**config.mk**
```make
export PLATFORM = sky130hd
export DESIGN_NAME = perf_counter_bank
export DESIGN_NICKNAME = d
export VERILOG_FILES = /design/src/rtl/perf_counter_bank.sv
export SDC_FILE = /design/constraint.sdc
export NUM_CORES = 1
export LEC_CHECK = 0
export BUFFER_PORTS_ARGS = -buffer_cell sky130_fd_sc_hd__buf_2
export CORE_ASPECT_RATIO = 1.4
export CORE_MARGIN = 4
export CORE_UTILIZATION = 30
export CTS_CLUSTER_DIAMETER = 150
export DETAILED_ROUTE_END_ITERATION = 6
export GPL_ROUTABILITY_DRIVEN = 0
export PLACE_DENSITY_LB_ADDON = 0.2
export SYNTH_ARGS = -nofsm -noshare
export SYNTH_HDL_FRONTEND = slang
export SYNTH_SLANG_ARGS = --single-unit
```
**constraint.sdc**
```tcl
create_clock -name clk -period 7.3 [get_ports clk]
set_clock_uncertainty 0.05 [all_clocks]
set_input_delay 0.73 -clock clk [delete_from_list [all_inputs] [get_ports clk]]
set_output_delay 0.73 -clock clk [all_outputs]
set_load 0.05 [all_outputs]
```
**src/rtl/perf_counter_bank.sv**
```systemverilog
// perf_counter_bank: bank of event counters with cascading into wider counters,
// coherent snapshot capture, sticky overflow flags and a masked, registered irq.
module perf_counter_bank #(
  parameter int NUM_CH    = 4,
  parameter int CNT_WIDTH = 32
) (
  input  logic                          clk,
  input  logic                          resetn,
  input  logic [NUM_CH-1:0]             enable,
  input  logic [NUM_CH-1:0]             clear,
  input  logic [NUM_CH-1:0]             cascade,
  input  logic                          snap_req,
  input  logic [NUM_CH-1:0]             ovf_clr,
  input  logic [NUM_CH-1:0]             irq_mask,
  output logic [NUM_CH*CNT_WIDTH-1:0]   cnt_out,
  output logic [NUM_CH*CNT_WIDTH-1:0]   snap_out,
  output logic                          snap_valid,
  output logic [NUM_CH-1:0]             ovf_flag,
  output logic                          irq
);

  localparam int TOT_W = NUM_CH * CNT_WIDTH;

  logic [TOT_W-1:0]  cnt_q, cnt_d;
  logic [TOT_W-1:0]  snap_q, snap_d;
  logic              snap_valid_q, snap_valid_d;
  logic [NUM_CH-1:0] ovf_q, ovf_d;
  logic              irq_q, irq_d;

  logic [NUM_CH-1:0] inc;
  logic [NUM_CH-1:0] carry;
  logic [NUM_CH-1:0] casc_up;
  logic [NUM_CH-1:0] top;

  // A channel is the top of its chain when the channel above does not consume its carry.
  assign casc_up = {1'b0, cascade[NUM_CH-1:1]};
  assign top     = ~casc_up;

  // Ripple the increment/carry chain from channel 0 upward within one cycle.
  always_comb begin
    logic chain_in;
    inc      = '0;
    carry    = '0;
    chain_in = 1'b0;
    for (int i = 0; i < NUM_CH; i++) begin
      // cascade[0] has no lower neighbour, so channel 0 always follows its enable
      inc[i]   = (i != 0 && cascade[i]) ? chain_in : enable[i];
      // a cleared channel never passes a carry upward, even when it is all-ones
      carry[i] = inc[i] & (&cnt_q[i*CNT_WIDTH +: CNT_WIDTH]) & ~clear[i];
      chain_in = carry[i];
    end
  end

  // Next counter values: clear has priority over increment.
  always_comb begin
    cnt_d = cnt_q;
    for (int i = 0; i < NUM_CH; i++) begin
      if (clear[i]) begin
        cnt_d[i*CNT_WIDTH +: CNT_WIDTH] = '0;
      end else if (inc[i]) begin
        cnt_d[i*CNT_WIDTH +: CNT_WIDTH] = cnt_q[i*CNT_WIDTH +: CNT_WIDTH] + 1'b1;
      end
    end
  end

  // Sticky flags (new wrap beats write-1-clear), snapshot of pre-edge counts, irq from current flags.
  always_comb begin
    ovf_d        = (ovf_q & ~ovf_clr) | (carry & top);
    snap_d       = snap_req ? cnt_q : snap_q;
    snap_valid_d = snap_req;
    irq_d        = |(ovf_q & irq_mask);
  end

  // State registers with synchronous active-low reset; reset also drops a pending snapshot.
  always_ff @(posedge clk) begin
    if (!resetn) begin
      cnt_q        <= '0;
      snap_q       <= '0;
      snap_valid_q <= 1'b0;
      ovf_q        <= '0;
      irq_q        <= 1'b0;
    end else begin
      cnt_q        <= cnt_d;
      snap_q       <= snap_d;
      snap_valid_q <= snap_valid_d;
      ovf_q        <= ovf_d;
      irq_q        <= irq_d;
    end
  end

  assign cnt_out    = cnt_q;
  assign snap_out   = snap_q;
  assign snap_valid = snap_valid_q;
  assign ovf_flag   = ovf_q;
  assign irq        = irq_q;

endmodule

```
==> summary.txt, run 1 <==
Logic synthesis
  • Sequential area share after synthesis: 0.4765
  • Post-Syn Instances: 1,151
  • Synth Area per Inst: 9.564 um^2
  • Top post-synthesis cells by area: dfxtp_1, mux2i_1, nor2b_1, xor2_1, nor2_1
  • Post-synth EDFFs: 0
  • Synth Cell Area: 0.01101 mm^2
  • Most frequent cell after synthesis: dfxtp_1
  • Netlist cell types: 53
  • Top_reg_cell synth: dfxtp_1
  • Synth area leader: dfxtp_1
  • Ys async rst share: 0
  • Top cell type's share of synthesized area: 0.4765
  • FF+latch count, synth: 262
  • Number of synthesis warnings: 0
  • Synthesized Nets: 1,178
  • Top post-synthesis cells by count: dfxtp_1, nor2b_1, mux2i_1

Global route
  • GRT Resource Usage Total: 0.1448
  • Grt total ovfl: 0
  • Number of global-route vias before repair: 8,712
  • Antenna violations before repair: 2
  • Wire length of the first global-routing pass: 48,330 um
  • Largest net degree at the start of global routing: 75

Floorplanning
  • Die width: 169.9 um
  • I/O pins: 285
  • Site row count: 82
  • Core box area: 0.03601 mm^2
  • Die height: 234.7 um
  • Initial Util: 0.3057
  • Die area: 0.03987 mm^2

Power
  • Peak supply drop: 0.0001439 V
  • Power Density: 213.5 mW/mm^2
  • Pwr Total: 2.943 mW
  • Pleak: 5.855 nW

Clock tree
  • Hold_buf cts: 0
  • Clock transition at path regs: 0.06 ns
  • CTS H-tree lvls: 1
  • TritonCTS clock tree: built
  • CTS sink cnt: 262
  • Num CTS Buffers: 28
  • Post-CTS Setup Inserts: 0
  • Root Driver: clkbuf_16
  • Clock Path Buffers: 3
  • Post-CTS sizing: 0
  • Worst skew pair latency: 0.56 ns

Worst setup path
  • R2r setup slk: 3.90 ns
  • Worst Setup End Kind: register
  • Crit-path max FO: 25
  • Setup CP Type: reg2reg
  • Crit path launch type: register
  • Worst Path Arrival: 3.83 ns
  • WP data required: 7.73 ns

STA
  • Final Hold Vio Count: 0
  • Slew HR: 0.3370
  • Period minus WS final: 3.397 ns
  • Fin crit share: 0.4654
  • RSZ-0062 raised after global routing: no
  • Setup tns final: 0 ns
  • Fin worst setup slack: 3.903 ns
  • Worst-Margin Slew: 0.9944 ns
  • Final hold slack: 0.4093 ns
  • Final setup viols: 0
  • Slew Limit Fails: 0
  • Achievable frequency: 294.4 MHz

Route
  • Vias per cell: 4.692
  • Initial DRC Count: 335
  • Overall routed net length: 30,000 um
  • WL/cell: 15.79 um
  • Via count: 8,915
  • Residual DRC: 0
  • Drt first pass iters: 4
  • Post-route antenna net violation count: 0

Cells and area
  • Layout area overhead: 25.22%
  • Final Cell Area: 0.01378 mm^2
  • Fillers: 3,671
  • Layout cells sized above 1: 0.2497
  • # diodes: 0
  • Nets: 1,445

Run
  • Max-cap violations: 0

Outcome
  • Outcome: finished clean

Place
  • Buffers on Ports: 283
  • Pre-CTS WS: 3.683 ns
  • Post-DP Area: 0.01287 mm^2
  • DP HPWL: 20,990 um

Worst hold path
  • Worst min path class: in2reg
-- worst max-delay path, cell delays in order, from the launching register on --
cell and delay [ns]:
dfxtp_1 0.45, nand4_1 0.19, nor4_1 0.54, nand4_1 0.45
nor3_4 0.43, o211ai_2 0.44, or4_1 0.63, a21oi_1 0.14
-- report_power, final --
part	total [mW]	switching, mW	internal, mW
Combinational	0.0945	0.0576	0.0369
Clock	1.41	0.585	0.830
Sequential	1.43	0.00244	1.43
-- logic make-up after synthesis --
group / Yosys count / synth area share
simple gates: 506 / 0.2551
flops: 262 / 0.4765
mux: 132 / 0.1200
compound gates: 91 / 0.05058
xor+xnor: 87 / 0.06922
buf+inv: 69 / 0.02410
fa+ha+maj: 4 / 0.004547
-- registers in the layout, indices dropped and copies added, names as in the netlist --
register	flops
cnt_out	128
irq	1
ovf_flag	4
snap_out	128
snap_valid	1
-- placed cells by master (no fill, tap or decap), types with 6 or more instances in the layout --
cell type | Yosys | layout
buf_2 | 5 | 281
dfxtp_1 | 262 | 262
nor2b_1 | 135 | 135
mux2i_1 | 132 | 132
nor2_1 | 116 | 116
xor2_1 | 66 | 66
nand2_1 | 54 | 54
nand3_1 | 49 | 49
nand4_1 | 38 | 38
a21oi_1 | 36 | 36
o21ai_0 | 31 | 31
or3_1 | 31 | 31
clkbuf_16 | 0 | 29
xnor2_1 | 21 | 21
and3_1 | 17 | 17
inv_1 | 14 | 14
nor3_1 | 12 | 12
buf_4 | 0 | 10
or4_1 | 9 | 9
o31ai_1 | 8 | 8
clkbuf_8 | 0 | 8
nor4_1 | 7 | 7
and2_1 | 6 | 6
clkbuf_1 | 39 | 6
-- per-stage QoR --
| stage | std cells | utilization |
|---|---|---|
| floorplan | 1151 | - |
| global placement | 1850 | 0.3573 |
| detailed placement | 1850 | 0.3573 |
| CTS | 1900 | 0.3828 |
| global route | 1900 | 0.3828 |
| finish | 1900 | 0.3828 |
-- final cells by class --
cell class / instances / area [um^2] / share of cell area
multi-input combinational: 820 / 5498 / 0.3988
sequential: 262 / 5245 / 0.3805
timing repair buffer: 292 / 1495 / 0.1085
clock buffer: 42 / 844.6 / 0.06127
tap: 462 / 578.1 / 0.04194
clock inverter: 8 / 71.32 / 0.005174
inverter: 14 / 52.55 / 0.003812
-- worst paths after layout --
check,startpoint,cells past startpoint,to
hold / removal,ovf_clr[3],3,ovf_flag[3]$_SDFF_PN0_
hold reg to reg,snap_out[46]$_SDFFE_PN0P_,2,snap_out[46]$_SDFFE_PN0P_
setup reg to reg,cnt_out[39]$_SDFFE_PP0N_,7,cnt_out[124]$_SDFFE_PP0P_
setup / recovery,cnt_out[39]$_SDFFE_PP0N_,7,cnt_out[124]$_SDFFE_PP0P_
-- layer usage --
layer | part of all wire | wire (um) | vias up | global-route usage
met2 | 0.49 | 14740 | 208 | 0.2536
met1 | 0.42 | 12630 | 4167 | 0.1762
met4 | 0.019 | 556 | 4 | 0.03608
met3 | 0.068 | 2039 | 36 | 0.03767
met5 | 0.0011 | 34 | - | 0
li1 | - | - | 4500 | -
Note: power is estimated with default switching activity, not from simulation.
==> run 2, diff against run 1 <==
- ABC_AREA: not set -> 1
- clock period: 7.3 -> 3.2 ns (I/O delays scaled with it)
==> summary.txt, run 2 <==
Worst setup path
  • Worst Setup End Kind: register
  • Crit-path max FO: 17
  • Critical path depth: 14
  • Setup CP Type: reg2reg
  • Max incr delay on CP: 0.46 ns
  • Number of buffers and inverters on the critical path: 2
  • WP data required: 3.56 ns
  • Critical path's slowest cell: dfxtp_1
  • Crit path launch type: register
  • Top delay family on crit path: simple AND/OR/NAND/NOR gates
  • Worst path cell trace: ha_1 > inv_1 > nor2_1 > nand2_1 > nor2_2 > nand3_2 > nand2_4 > nand4_4 > nand2_4 > nand2_2 > inv_1 > nand3_1 > nor2_1 > nor3_1
  • R2R depth: 14
  • Worst Path Arrival: 3.04 ns

Logic synthesis
  • Ys async rst share: 0
  • FF+latch count, synth: 262
  • Sequential area share after synthesis: 0.4483
  • Post-Syn Instances: 1,583
  • Top_reg_cell synth: dfxtp_1
  • Post-synth EDFFs: 0
  • Top post-synthesis cells by count: dfxtp_1, nand2_1, a21oi_1
  • Synth area leader: dfxtp_1
  • Synth Area per Inst: 7.391 um^2
  • Synthesized Nets: 1,610
  • Number of synthesis warnings: 0
  • Synth Cell Area: 0.01170 mm^2
  • Most frequent cell after synthesis: dfxtp_1
  • Top post-synthesis cells by area: dfxtp_1, a21oi_1, nand2_1, o21ai_0, nor2_1
  • Top cell type's share of synthesized area: 0.4483
  • Netlist cell types: 42

Global route
  • Largest net degree at the start of global routing: 88
  • GRT Resource Usage Total: 0.1810
  • Wire length of the first global-routing pass: 62,950 um
  • Antenna violations before repair: 2
  • Grt total ovfl: 0
  • Number of global-route vias before repair: 11,204

Cells and area
  • Commonest non-fill, non-tap cell in the layout: buf_2
  • Layout cells sized above 1: 0.2111
  • # diodes: 0
  • Fin util: 0.3786
  • Nets: 1,876
  • Most frequent cells in the layout: buf_2, dfxtp_1, nand2_1
  • Layout area overhead: 24.57%

Route
  • Vias per cell: 4.812
  • Post-route antenna net violation count: 0
  • Drt first pass iters: 5
  • Initial DRC Count: 526
  • Overall routed net length: 39,800 um
  • Residual DRC: 0
  • WL/cell: 16.66 um
  • Via count: 11,491

Clock tree
  • Num CTS Buffers: 28
  • Post-CTS Setup Inserts: 0
  • Clock Path Buffers: 3
  • CTS H-tree lvls: 1
  • TritonCTS clock tree: built
  • CTS sink cnt: 262
  • Hold_buf cts: 5
  • Clock transition at path regs: 0.07 ns
  • Worst skew pair latency: 0.56 ns
  • Root Driver: clkbuf_16
  • Post-CTS sizing: 0

Power
  • Peak supply drop: 0.0003241 V
  • Power Density: 511.7 mW/mm^2
  • Pleak: 5.817 nW
  • Pwr Total: 7.458 mW

Floorplanning
  • I/O pins: 285
  • Initial Util: 0.3039
  • Site row count: 85
  • Die width: 174.9 um
  • Die height: 241.7 um
  • Die area: 0.04227 mm^2
  • Core box area: 0.03850 mm^2

STA
  • Slew Limit Fails: 0
  • Worst-Margin Slew: 0.8849 ns
  • Final Hold Vio Count: 0
  • Period minus WS final: 2.677 ns
  • Final hold slack: 0.05757 ns
  • Slew HR: 0.4094
  • RSZ-0062 raised after global routing: no
  • Achievable frequency: 373.5 MHz
  • Final setup viols: 0
  • Fin crit share: 0.8366
  • Setup tns final: 0 ns

Outcome
  • Outcome: finished clean

Run
  • Max-cap violations: 0

Worst hold path
  • Hold depth: 3
  • Worst min path class: in2reg

Place
  • DP HPWL: 29,310 um
  • Buffers on Ports: 283
## run 2: changes by cell type in the layout (fill, tap and decap cells not counted), moves of 12 or more
cell / delta
mux2i_1: -132
nor4_1: +19
nand3_1: +21
nor2b_1: -135
o21ai_0: +128
xnor2_1: -19
a21oi_1: +158
nor2_1: +74
nor3_1: +41
or3_1: -30
nor2_2: +12
and3_1: -16
inv_1: +141
nand2_1: +176
## run 2: logic make-up (layout without fill, tap and decap cells)
| logic type | count (synthesis) | after routing | share of synthesized area |
|---|---|---|---|
| buffers and inverters | 228 | 511 | 0.08010 |
| flip-flops | 262 | 262 | 0.4483 |
| AO/OA/AOI/OAI | 376 | 376 | 0.1651 |
| adder cells (fa/ha/maj) | 4 | 4 | 0.004278 |
| XOR/XNOR | 59 | 59 | 0.04417 |
| AND/OR/NAND/NOR | 654 | 654 | 0.2580 |
## run 2: metal layers
metal	wire, um	global-route usage
met2	19630	0.3239
met1	16820	0.2164
met5	33	0
met3	2174	0.03687
met4	1129	0.05757
## run 2: worst paths after layout
check | endpoint | slack (ns) | from
max | cnt_out[81]$_SDFFE_PP0N_ | 0.52 | cnt_out[1]$_SDFFE_PP0P_
min | irq$_SDFF_PN0_ | 0.06 | irq_mask[2]
max reg2reg | cnt_out[81]$_SDFFE_PP0N_ | 0.52 | cnt_out[1]$_SDFFE_PP0P_
min reg2reg | snap_out[21]$_SDFFE_PN0P_ | 0.44 | snap_out[21]$_SDFFE_PN0P_
## run 2: where the power goes
part | switching, mW | leakage [nW] | internal, mW
Combinational | 0.557 | 3.23 | 0.145
Sequential | 0.0396 | 2.13 | 3.35
Clock | 1.39 | 0.457 | 1.98
Total | 1.99 | 5.82 | 5.47
## run 2: worst register-to-register path: stages, from the launching register on
cell	delay (ns)
dfxtp_1	0.46
ha_1	0.23
inv_1	0.05
nor2_1	0.09
nand2_1	0.13
nor2_2	0.16
nand3_2	0.15
nand2_4	0.13
nand4_4	0.11
nand2_4	0.13
nand2_2	0.06
inv_1	0.40
nand3_1	0.21
nor2_1	0.13
nor3_1	0.05
## run 2: per-stage QoR
| step | instance area [um^2] | cells | setup slack (ns) |
|---|---|---|---|
| global placement | 13590 | 2336 | 0.5359 |
| detailed placement | 13590 | 2336 | 0.4875 |
| finish | 14580 | 2388 | 0.5228 |
| CTS | 14580 | 2388 | 0.4829 |
| global route | 14580 | 2388 | 0.2853 |
| floorplan | 11700 | 1583 | 0.7904 |
## run 2: area by class of cell
class	count	area, um^2
clock inverter	11	146.4
fill	4185	23920
clock buffer	36	792.0
inverter	158	598.1
tap	522	653.1
sequential	262	5245
multi-input combinational	1093	5518
timing repair buffer	306	1623
==> run 3, diff against run 2 <==
- clock period: 3.2 -> 2.3 ns (I/O delays scaled with it)
==> summary.txt, run 3 (same netlist as run 2, synthesis figures left out) <==
Clock tree
  • Clock transition at path regs: 0.06 ns
  • Worst skew pair latency: 0.56 ns
  • CTS sink cnt: 262
  • Root Driver: clkbuf_16
  • Num CTS Buffers: 28
  • Clock Path Buffers: 3
  • TritonCTS clock tree: built
  • CTS H-tree lvls: 1

Floorplanning
  • Die height: 241.7 um
  • Core box area: 0.03850 mm^2
  • Site row count: 85
  • I/O pins: 285
  • Die area: 0.04227 mm^2
  • Die width: 174.9 um
  • Initial Util: 0.3039

Worst setup path
  • WP data required: 2.74 ns
  • R2R Path Start: cnt_out[1]$_SDFFE_PP0P_
  • Crit path launch type: register
  • Setup CP Type: reg2reg
  • Worst Path Arrival: 2.62 ns
  • Worst Setup End Kind: register
  • Crit-path max FO: 7
  • Top delay family on crit path: simple AND/OR/NAND/NOR gates
  • Number of buffers and inverters on the critical path: 2
  • Max incr delay on CP: 0.35 ns
  • Worst path cell trace: ha_4 > inv_2 > nor2_2 > nand2_2 > nor2_4 > nand3_4 > nand2_4 > nand4_4 > nand2_4 > nand3_4 > nand2_8 > buf_12 > nand4_1 > a21oi_1
  • Crit path launch: cnt_out[1]$_SDFFE_PP0P_
  • Critical path's slowest cell: dfxtp_2

Power
  • Sw Ratio: 0.2602
  • Psw: 2.782 mW
  • Power Density: 681.4 mW/mm^2
  • Sequential power share: 0.440
  • Comb power frac: 0.098
  • Clock Power Share: 0.462
  • Pleak: 6.461 nW
  • Int Power: 7.909 mW
  • Peak supply drop: 0.0004789 V

Cells and area
  • # diodes: 0
  • Most frequent cells in the layout: buf_2, dfxtp_1, nand2_1
  • Layout area overhead: 34.09%
  • Commonest non-fill, non-tap cell in the layout: buf_2
  • Final Cell Area: 0.01569 mm^2
  • Nets: 1,974
  • Layout cells sized above 1: 0.2724
  • Finished Layout Cells: 2,490

Route
  • Initial DRC Count: 596
  • Post-route antenna net violation count: 0
  • Overall routed net length: 41,170 um
  • Drt first pass iters: 5
  • Vias per cell: 4.827
  • WL/cell: 16.53 um
  • Residual DRC: 0
  • Via count: 12,020

Place
  • Total placed cells including tap cells: 2,419
  • Buffers on Ports: 283
  • Post-DP Area: 0.01425 mm^2
  • DP HPWL: 30,350 um

STA
  • Final Hold Vio Count: 0
  • Achievable frequency: 457.2 MHz
  • Worst-Margin Slew: 1.183 ns
  • Period minus WS final: 2.187 ns
  • Slew HR: 0.2115
  • Final setup viols: 0
  • Final hold slack: 0.03974 ns
  • Slew Limit Fails: 0
  • RSZ-0062 raised after global routing: yes
  • Fin crit share: 0.9510

Global route
  • Grt total ovfl: 0
  • Largest net degree at the start of global routing: 130
  • Antenna violations before repair: 1
  • Number of global-route vias before repair: 11,569
  • GRT Resource Usage Total: 0.1839
  • Wire length of the first global-routing pass: 64,320 um

Run
  • Max-cap violations: 0

Worst hold path
  • Hold Startpoint: cascade[1]
  • Worst min path class: in2reg

Outcome
  • Outcome: finished clean
## run 3: changes by cell type in the layout (fill, tap and decap cells not counted), sizes merged
cell,delta
buf,+89
bufinv,+2
clkbuf,+3
clkinv,+4
clkinvlp,-2
dlygate4sd3,+6
inv,-1
nand2,+1
## run 3: path summary, 6_finish.rpt
kind,end,slack (ns),cells past startpoint
worst max-delay path,ovf_flag[3]$_SDFF_PN0_,0.11,14
worst min-delay path,ovf_flag[0]$_SDFF_PN0_,0.04,4
worst max register to register,ovf_flag[3]$_SDFF_PN0_,0.11,14
worst min register to register,cnt_out[90]$_SDFFE_PP0N_,0.43,2
## run 3: metrics by stage
stage	setup TNS, ns	setup WS, ns	total power, mW	utilization
global route	-0.1022	-0.03578	11.12	0.4075
CTS	0	0.003354	10.84	0.3992
finish	0	0.1126	10.69	0.4075
floorplan	0	0.03340	5.538	-
global placement	0	0.06206	5.815	0.3703
detailed placement	0	0.04760	5.823	0.3703
## run 3: cell type report
class                      instances  area, um^2
sequential                       262        5276
inverter                         158       598.1
clock buffer                      37       805.8
fill                            4151       22810
clock inverter                    14       198.9
timing repair buffer             403        2455
multi-input combinational       1094        5702
tap                              522       653.1
## run 3: layer usage
layer | share of wire | vias to the layer above | GRT usage
li1 | - | 6007 | -
met1 | 0.41 | 5637 | 0.2189
met2 | 0.50 | 303 | 0.3303
met3 | 0.058 | 71 | 0.03812
met4 | 0.028 | 2 | 0.05734
met5 | 0.00046 | - | 0
## run 3: power groups by stage
stage,combinational [mW],clock (mW),sequential [mW]
after floorplan,0.325,0,5.21
after CTS,1.03,5.11,4.71
after global routing,1.12,5.28,4.72
after global placement,1.01,0,4.81
after detailed placement,1.01,0,4.81
final,1.05,4.94,4.71
## run 3: repair_timing
action / in CTS / in global routing
endpoints found under the setup margin: 0 / 68
buffers inserted: 0 / 6
resized for setup: 0 / 63
hold endpoints to repair: 22 / 0
hold buffers: 11 / 0
## run 3: tightest hold or removal path: cells and delay by family
kind | cells | cell delay [ns]
simple gates | 3 | 0.22
buf+inv | 1 | 0.14
